==> src/rtl/pipe_hazard_ctrl_if.sv <==
// Hazard-controller bundle: pipeline status in, register enables and forward selects out.
// The performance counter outputs exist only when PIPE_PERF_CNT_EN is defined.
interface pipe_hazard_ctrl_if;
  logic [4:0] id_rs, id_rt, ex_rs, ex_rt, ex_dest, mem_dest, wb_dest;
  logic       id_uses_rt, jump_id, ex_memread, mem_regwrite, wb_regwrite;
  logic       pcsrc_mem, dmem_req, dmem_ready;
  logic       pc_write, if_id_write, if_id_flush, id_ex_bubble, id_ex_write;
  logic       ex_mem_flush, ex_mem_write, mem_wb_write, mem_error;
  logic [1:0] fwd_a, fwd_b, ctrl_state;
`ifdef PIPE_PERF_CNT_EN
  logic [31:0] stall_cycles, flush_events;

  modport master (
    output id_rs, id_rt, id_uses_rt, jump_id, ex_rs, ex_rt, ex_memread, ex_dest,
           mem_dest, mem_regwrite, wb_dest, wb_regwrite, pcsrc_mem, dmem_req, dmem_ready,
    input  pc_write, if_id_write, if_id_flush, id_ex_bubble, id_ex_write, ex_mem_flush,
           ex_mem_write, mem_wb_write, fwd_a, fwd_b, mem_error, ctrl_state,
           stall_cycles, flush_events
  );
  modport slave (
    input  id_rs, id_rt, id_uses_rt, jump_id, ex_rs, ex_rt, ex_memread, ex_dest,
           mem_dest, mem_regwrite, wb_dest, wb_regwrite, pcsrc_mem, dmem_req, dmem_ready,
    output pc_write, if_id_write, if_id_flush, id_ex_bubble, id_ex_write, ex_mem_flush,
           ex_mem_write, mem_wb_write, fwd_a, fwd_b, mem_error, ctrl_state,
           stall_cycles, flush_events
  );
`else
  modport master (
    output id_rs, id_rt, id_uses_rt, jump_id, ex_rs, ex_rt, ex_memread, ex_dest,
           mem_dest, mem_regwrite, wb_dest, wb_regwrite, pcsrc_mem, dmem_req, dmem_ready,
    input  pc_write, if_id_write, if_id_flush, id_ex_bubble, id_ex_write, ex_mem_flush,
           ex_mem_write, mem_wb_write, fwd_a, fwd_b, mem_error, ctrl_state
  );
  modport slave (
    input  id_rs, id_rt, id_uses_rt, jump_id, ex_rs, ex_rt, ex_memread, ex_dest,
           mem_dest, mem_regwrite, wb_dest, wb_regwrite, pcsrc_mem, dmem_req, dmem_ready,
    output pc_write, if_id_write, if_id_flush, id_ex_bubble, id_ex_write, ex_mem_flush,
           ex_mem_write, mem_wb_write, fwd_a, fwd_b, mem_error, ctrl_state
  );
`endif
endinterface

==> src/rtl/pipe_hazard_ctrl.sv <==
// Central hazard controller for the 5-stage MIPS pipeline: stalls, flushes,
// bubbles, ALU forwarding and data-memory wait sequencing with a timeout.
// Optional PIPE_PERF_CNT_EN adds saturating stall/flush event counters.
module pipe_hazard_ctrl #(
  parameter int MEM_TIMEOUT = 16,
  parameter int CNT_W       = 8
) (
  input logic             clk,
  input logic             rst,
  pipe_hazard_ctrl_if.slave bus
);
  typedef enum logic [1:0] {RUN = 2'b00, MEM_WAIT = 2'b01, ERROR = 2'b10} state_t;

  state_t             state, state_nxt;
  logic [CNT_W-1:0]   wait_cnt, wait_cnt_nxt;
  logic               mem_error, mem_error_nxt;
  logic               mem_stall, load_use;

  assign mem_stall = bus.dmem_req && !bus.dmem_ready;
  // $0 is hardwired zero, so a load into it can never create a dependency.
  assign load_use  = bus.ex_memread && (bus.ex_dest != 5'd0) &&
                     ((bus.ex_dest == bus.id_rs) ||
                      (bus.id_uses_rt && (bus.ex_dest == bus.id_rt)));

  // State register with the wait counter and the sticky timeout flag.
  always_ff @(posedge clk) begin
    if (rst) begin
      state     <= RUN;
      wait_cnt  <= '0;
      mem_error <= 1'b0;
    end else begin
      state     <= state_nxt;
      wait_cnt  <= wait_cnt_nxt;
      mem_error <= mem_error_nxt;
    end
  end

  // Next-state: enter wait on an unready access, leave on ready, trap on timeout.
  always_comb begin
    state_nxt     = state;
    wait_cnt_nxt  = wait_cnt;
    mem_error_nxt = mem_error;
    case (state)
      RUN: if (mem_stall) begin
        state_nxt    = MEM_WAIT;
        wait_cnt_nxt = CNT_W'(1);
      end
      MEM_WAIT: begin
        if (bus.dmem_ready) begin
          state_nxt    = RUN;
          wait_cnt_nxt = '0;
        end else if (wait_cnt == CNT_W'(MEM_TIMEOUT)) begin
          state_nxt     = ERROR;
          mem_error_nxt = 1'b1;
        end else if (wait_cnt != {CNT_W{1'b1}}) begin
          wait_cnt_nxt = wait_cnt + CNT_W'(1);
        end
      end
      ERROR:   state_nxt = ERROR;
      default: state_nxt = RUN;
    endcase
  end

  // Register enables by hazard priority: wait > branch > load-use > jump.
  always_comb begin
    bus.pc_write     = 1'b0;
    bus.if_id_write  = 1'b0;
    bus.if_id_flush  = 1'b0;
    bus.id_ex_bubble = 1'b0;
    bus.id_ex_write  = 1'b0;
    bus.ex_mem_flush = 1'b0;
    bus.ex_mem_write = 1'b0;
    bus.mem_wb_write = 1'b0;
    if (!rst) begin
      case (state)
        RUN: if (!mem_stall) begin
          bus.pc_write     = 1'b1;
          bus.if_id_write  = 1'b1;
          bus.id_ex_write  = 1'b1;
          bus.ex_mem_write = 1'b1;
          bus.mem_wb_write = 1'b1;
          if (bus.pcsrc_mem) begin
            // Taken branch squashes the three younger instructions.
            bus.if_id_flush  = 1'b1;
            bus.id_ex_bubble = 1'b1;
            bus.ex_mem_flush = 1'b1;
          end else if (load_use) begin
            // Hold PC and IF/ID, inject one bubble into EXE.
            bus.pc_write     = 1'b0;
            bus.if_id_write  = 1'b0;
            bus.id_ex_bubble = 1'b1;
          end else if (bus.jump_id) begin
            bus.if_id_flush  = 1'b1;
          end
        end
        MEM_WAIT: if (bus.dmem_ready) begin
          bus.pc_write     = 1'b1;
          bus.if_id_write  = 1'b1;
          bus.id_ex_write  = 1'b1;
          bus.ex_mem_write = 1'b1;
          bus.mem_wb_write = 1'b1;
        end
        default: ;
      endcase
    end
  end

  function automatic logic [1:0] fwd_sel(input logic [4:0] src);
    if (bus.mem_regwrite && bus.mem_dest != 5'd0 && bus.mem_dest == src)    return 2'b10;
    else if (bus.wb_regwrite && bus.wb_dest != 5'd0 && bus.wb_dest == src) return 2'b01;
    else                                                                    return 2'b00;
  endfunction

  // Operand forwarding, youngest producer (EX/MEM) first; quiet during reset.
  always_comb begin
    bus.fwd_a = 2'b00;
    bus.fwd_b = 2'b00;
    if (!rst) begin
      bus.fwd_a = fwd_sel(bus.ex_rs);
      bus.fwd_b = fwd_sel(bus.ex_rt);
    end
  end

  assign bus.mem_error  = mem_error;
  assign bus.ctrl_state = state;

`ifdef PIPE_PERF_CNT_EN
  logic [31:0] stall_cycles, flush_events;

  // Saturating counters of lost fetch cycles and squash events.
  always_ff @(posedge clk) begin
    if (rst) begin
      stall_cycles <= '0;
      flush_events <= '0;
    end else begin
      if (!bus.pc_write && state != ERROR && stall_cycles != 32'hFFFF_FFFF)
        stall_cycles <= stall_cycles + 32'd1;
      if ((bus.if_id_flush || bus.id_ex_bubble || bus.ex_mem_flush) &&
          flush_events != 32'hFFFF_FFFF)
        flush_events <= flush_events + 32'd1;
    end
  end

  assign bus.stall_cycles = stall_cycles;
  assign bus.flush_events = flush_events;
`endif
endmodule

==> src/flat_wrapper.sv <==
// flat-port wrapper written by rule: the top's interface ports become plain ports
module pipe_hazard_ctrl_flat 
#(
  parameter int MEM_TIMEOUT = 16,
  parameter int CNT_W       = 8
)
  (clk, rst, bus_id_rs, bus_id_rt, bus_id_uses_rt, bus_jump_id, bus_ex_rs, bus_ex_rt, bus_ex_memread, bus_ex_dest, bus_mem_dest, bus_mem_regwrite, bus_wb_dest, bus_wb_regwrite, bus_pcsrc_mem, bus_dmem_req, bus_dmem_ready, bus_pc_write, bus_if_id_write, bus_if_id_flush, bus_id_ex_bubble, bus_id_ex_write, bus_ex_mem_flush, bus_ex_mem_write, bus_mem_wb_write, bus_fwd_a, bus_fwd_b, bus_mem_error, bus_ctrl_state);
  pipe_hazard_ctrl_if bus_i ();
  input logic clk;
  input logic rst;
  input wire logic [$bits(bus_i.id_rs)-1:0] bus_id_rs;
  input wire logic [$bits(bus_i.id_rt)-1:0] bus_id_rt;
  input wire logic [$bits(bus_i.id_uses_rt)-1:0] bus_id_uses_rt;
  input wire logic [$bits(bus_i.jump_id)-1:0] bus_jump_id;
  input wire logic [$bits(bus_i.ex_rs)-1:0] bus_ex_rs;
  input wire logic [$bits(bus_i.ex_rt)-1:0] bus_ex_rt;
  input wire logic [$bits(bus_i.ex_memread)-1:0] bus_ex_memread;
  input wire logic [$bits(bus_i.ex_dest)-1:0] bus_ex_dest;
  input wire logic [$bits(bus_i.mem_dest)-1:0] bus_mem_dest;
  input wire logic [$bits(bus_i.mem_regwrite)-1:0] bus_mem_regwrite;
  input wire logic [$bits(bus_i.wb_dest)-1:0] bus_wb_dest;
  input wire logic [$bits(bus_i.wb_regwrite)-1:0] bus_wb_regwrite;
  input wire logic [$bits(bus_i.pcsrc_mem)-1:0] bus_pcsrc_mem;
  input wire logic [$bits(bus_i.dmem_req)-1:0] bus_dmem_req;
  input wire logic [$bits(bus_i.dmem_ready)-1:0] bus_dmem_ready;
  output wire logic [$bits(bus_i.pc_write)-1:0] bus_pc_write;
  output wire logic [$bits(bus_i.if_id_write)-1:0] bus_if_id_write;
  output wire logic [$bits(bus_i.if_id_flush)-1:0] bus_if_id_flush;
  output wire logic [$bits(bus_i.id_ex_bubble)-1:0] bus_id_ex_bubble;
  output wire logic [$bits(bus_i.id_ex_write)-1:0] bus_id_ex_write;
  output wire logic [$bits(bus_i.ex_mem_flush)-1:0] bus_ex_mem_flush;
  output wire logic [$bits(bus_i.ex_mem_write)-1:0] bus_ex_mem_write;
  output wire logic [$bits(bus_i.mem_wb_write)-1:0] bus_mem_wb_write;
  output wire logic [$bits(bus_i.fwd_a)-1:0] bus_fwd_a;
  output wire logic [$bits(bus_i.fwd_b)-1:0] bus_fwd_b;
  output wire logic [$bits(bus_i.mem_error)-1:0] bus_mem_error;
  output wire logic [$bits(bus_i.ctrl_state)-1:0] bus_ctrl_state;
  assign bus_i.id_rs = bus_id_rs;
  assign bus_i.id_rt = bus_id_rt;
  assign bus_i.id_uses_rt = bus_id_uses_rt;
  assign bus_i.jump_id = bus_jump_id;
  assign bus_i.ex_rs = bus_ex_rs;
  assign bus_i.ex_rt = bus_ex_rt;
  assign bus_i.ex_memread = bus_ex_memread;
  assign bus_i.ex_dest = bus_ex_dest;
  assign bus_i.mem_dest = bus_mem_dest;
  assign bus_i.mem_regwrite = bus_mem_regwrite;
  assign bus_i.wb_dest = bus_wb_dest;
  assign bus_i.wb_regwrite = bus_wb_regwrite;
  assign bus_i.pcsrc_mem = bus_pcsrc_mem;
  assign bus_i.dmem_req = bus_dmem_req;
  assign bus_i.dmem_ready = bus_dmem_ready;
  assign bus_pc_write = bus_i.pc_write;
  assign bus_if_id_write = bus_i.if_id_write;
  assign bus_if_id_flush = bus_i.if_id_flush;
  assign bus_id_ex_bubble = bus_i.id_ex_bubble;
  assign bus_id_ex_write = bus_i.id_ex_write;
  assign bus_ex_mem_flush = bus_i.ex_mem_flush;
  assign bus_ex_mem_write = bus_i.ex_mem_write;
  assign bus_mem_wb_write = bus_i.mem_wb_write;
  assign bus_fwd_a = bus_i.fwd_a;
  assign bus_fwd_b = bus_i.fwd_b;
  assign bus_mem_error = bus_i.mem_error;
  assign bus_ctrl_state = bus_i.ctrl_state;
  pipe_hazard_ctrl #(.MEM_TIMEOUT(MEM_TIMEOUT), .CNT_W(CNT_W)) u_core (.clk(clk), .rst(rst), .bus(bus_i));
endmodule
==> config.mk <==
export PLATFORM = sky130hd
export DESIGN_NAME = pipe_hazard_ctrl_flat
export DESIGN_NICKNAME = d
export VERILOG_FILES = /design/src/rtl/pipe_hazard_ctrl_if.sv /design/src/rtl/pipe_hazard_ctrl.sv /design/src/flat_wrapper.sv
export SDC_FILE = /design/constraint.sdc
export NUM_CORES = 1
export LEC_CHECK = 0
export CAP_MARGIN = 30
export CORE_AREA = 2 2 57 59
export CTS_CLUSTER_SIZE = 8
export DETAILED_ROUTE_END_ITERATION = 12
export DIE_AREA = 0 0 59 61
export PLACE_DENSITY = 0.75
export SYNTH_ARGS = -nofsm -noshare
export SYNTH_HDL_FRONTEND = slang
export SYNTH_SLANG_ARGS = --single-unit
==> constraint.sdc <==
create_clock -name clk -period 2.3 [get_ports clk]
set_input_delay 0.46 -clock clk [delete_from_list [all_inputs] [get_ports clk]]
set_output_delay 0.46 -clock clk [all_outputs]
set_load 0.005 [all_outputs]
==> flow_summary.json, run 1 <==
{
  "grt_pass1_wl_mm": 6.16,
  "async_flop_share": 0,
  "hp-class": "reg2reg",
  "ant_nets": 0,
  "cp-end-kind": "output pin",
  "crit_path_max_fanout": 3,
  "peakVddDrop_mv": 0.248,
  "hold_viol": 0,
  "die_x_um": 59,
  "n_antenna_cell": 0,
  "dp_cells": 256,
  "viasPerCell": 5.50,
  "total_power_uw": 599,
  "synth-edff-count": 0,
  "grt_pass1_vias": 1413,
  "synthToLayoutAreaGrowth_pct": 81.5,
  "grt_usage": 0.223,
  "drv_cap": 0,
  "vias": 1463,
  "cts_tree": "built",
  "coreArea_mm2": 0.00295,
  "drt-initial-drc-count": 61,
  "p_leak_uw": 0.000890,
  "final_util": 0.697,
  "min-delay-start": "u_core.bus.mem_error$_SDFFE_PP0P_",
  "crit_type": "in2out",
  "drt-pass1-iter-count": 5,
  "h-tree-depth": 1,
  "period_minus_slack_ps": 2290,
  "cts_hold_buffers": 0,
  "final_cell_area_mm2": 0.00206,
  "fmax_mhz": 437,
  "grt_max_degree": 10,
  "final_nets": 281,
  "stdcell_count": 266,
  "cts_buffers": 3,
  "antenna_found_initial": 0,
  "slew_viol_final": 0,
  "worst_ep_arrival_time_ps": 1830,
  "synth_seq_cells": 11,
  "clkLatencyLatePin_ps": 280,
  "regToRegStartpoint": "u_core.wait_cnt[0]$_SDFFE_PP0P_",
  "finalClockSkew_ps": 7.38,
  "min_period_over_period": 0.994,
  "drive_gt1_frac": 0.318,
  "ys.flop_type": "dfxtp_1",
  "drc": 0,
  "avgRoutedWirePerCell_um": 14.8,
  "grt_setup_unrepaired": "yes",
  "die_y_um": 61,
  "num_rows": 20,
  "syn_inst": 145,
  "cp-startpoint": "bus_mem_dest[3]",
  "yosysTopAreaCellShare": 0.194,
  "seq_area_frac_synth": 0.194,
  "setup_viol": 0,
  "numClockSinks": 11,
  "synth_cell_type_count": 42,
  "crit_path_start_kind": "input pin",
  "placed_cell_area_mm2": 0.00191,
  "dieArea_mm2": 0.00360,
  "path_clk_slew_ps": 80,
  "synth_nets": 192,
  "syn_avg_cell_area_um2": 7.82,
  "routed_wl_mm": 3.93,
  "layout_common_cells": "buf_4, dlygate4sd2_1, clkdlybuf4s50_1",
  "final_common_cell": "buf_4",
  "overflow": 0,
  "cts_buffer_depth": 2,
  "dp_hpwl_mm": 2.91,
  "synthTopCellsByArea": "dfxtp_1, xnor2_1, xor2_1",
  "yosysTopAreaCell": "dfxtp_1",
  "required_ps": 1840,
  "outcome": "completed",
  "syn_area_mm2": 0.00113,
  "portBuffers": 59,
  "p_per_area_mw_per_mm2": 291,
  "io_pins": 60,
  "whs_ps": 469,
  "yosys_warnings": 0,
  "ctsRootBufferMaster": "clkbuf_4",
  "initial_utilization": 0.384,
  "worst_pin_slew_ps": 536,
  "slew_headroom": 0.642,
  "place.gp.congestion": 0.897
}
## repair_timing
| item | in CTS | in global routing |
|---|---|---|
| endpoints found under the setup margin | 12 | 8 |
| pin swaps | 15 | 13 |
| resized for setup | 75 | 24 |
| setup buffers | 3 | 3 |
## metal layers
layer | GRT usage | vias up | wire length [um]
met5 | 0 | - | 0
met4 | 0.0390 | 0 | 64
met2 | 0.437 | 78 | 2050
met1 | 0.245 | 667 | 1500
met3 | 0.0533 | 14 | 323
li1 | - | 704 | -
## report_power, final
group          total (uW)  internal [uW]  switching [uW]  leakage, uW
Sequential            197            193            4.28    0.0000890
Combinational         265            154             111     0.000784
Clock                 136           64.6            71.6    0.0000177
Total                 599            412             187     0.000890
## stage by stage
stage | setup slack [ps] | TNS (ps)
2_1_floorplan | 251 | 0
3_3_place_gp | -632 | -5530
3_5_place_dp | -653 | -5910
4_1_cts | -38.1 | -38.1
5_1_grt | -40.6 | -71.5
6_report | 14.0 | 0
## flip-flops by register name, indices dropped and copies added, names as in the netlist
signal and flops:
u_core.bus.ctrl_state 2, u_core.bus.mem_error 1, u_core.wait_cnt 8
## layout make-up
type	count	area, um^2
Sequential cell	11	220
Timing Repair Buffer	89	776
Clock inverter	1	5.00
Inverter	5	18.8
Tap cell	33	41.3
Clock buffer	3	22.5
Multi-Input combinational cell	124	973
Fill cell	246	896
## synthesized netlist by cell type (2+ instances only)
| cell type | n |
|---|---|
| ha_1 | 2 |
| nand3_1 | 8 |
| o21ai_0 | 6 |
| xnor2_1 | 17 |
| or4_1 | 4 |
| inv_1 | 5 |
| nor2_1 | 3 |
| nand4_1 | 4 |
| xor2_1 | 13 |
| and2_1 | 2 |
| a21oi_1 | 15 |
| buf_4 | 3 |
| and3_1 | 3 |
| or3_1 | 2 |
| nor4_1 | 6 |
| dfxtp_1 | 11 |
| nor3_1 | 6 |
| nand2_1 | 9 |
| a21o_1 | 2 |
| nor4b_1 | 2 |
## path summary, 6_finish.rpt
check / cells past startpoint / slack, ps / to
min: 2 / 470 / u_core.bus.mem_error$_SDFFE_PP0P_
max: 8 / 10 / bus_fwd_b[0]
min reg2reg: 2 / 470 / u_core.bus.mem_error$_SDFFE_PP0P_
max reg2reg: 6 / 410 / u_core.wait_cnt[1]$_SDFFE_PP0P_
## cell families after synthesis
| family | Yosys count | share of synthesized area |
|---|---|---|
| simple gates | 63 | 0.359 |
| compound gates | 29 | 0.149 |
| xor+xnor | 30 | 0.232 |
| flops | 11 | 0.194 |
| buf+inv | 10 | 0.0441 |
| fa+ha+maj | 2 | 0.0221 |
## critical path, cell delays in order
cell and delay [ps]:
buf_6 90, or4_4 530, o21ai_4 180, buf_6 130, nor4_4 30, buf_4 140
nor4_2 110, buf_2 150
Power figures use the tool's default switching activity.
==> inputs of run 2 (changes only) <==
--- a/config.mk
+++ b/config.mk
@@ -5,6 +5,7 @@
 export SDC_FILE = /design/constraint.sdc
 export NUM_CORES = 1
 export LEC_CHECK = 0
+export ABC_CLOCK_PERIOD_IN_PS = 2300
 export CAP_MARGIN = 30
 export CORE_AREA = 2 2 57 59
 export CTS_CLUSTER_SIZE = 8
==> results of run 2 <==
Same layout as run 1: the final DEF is identical, and so are final timing and power.
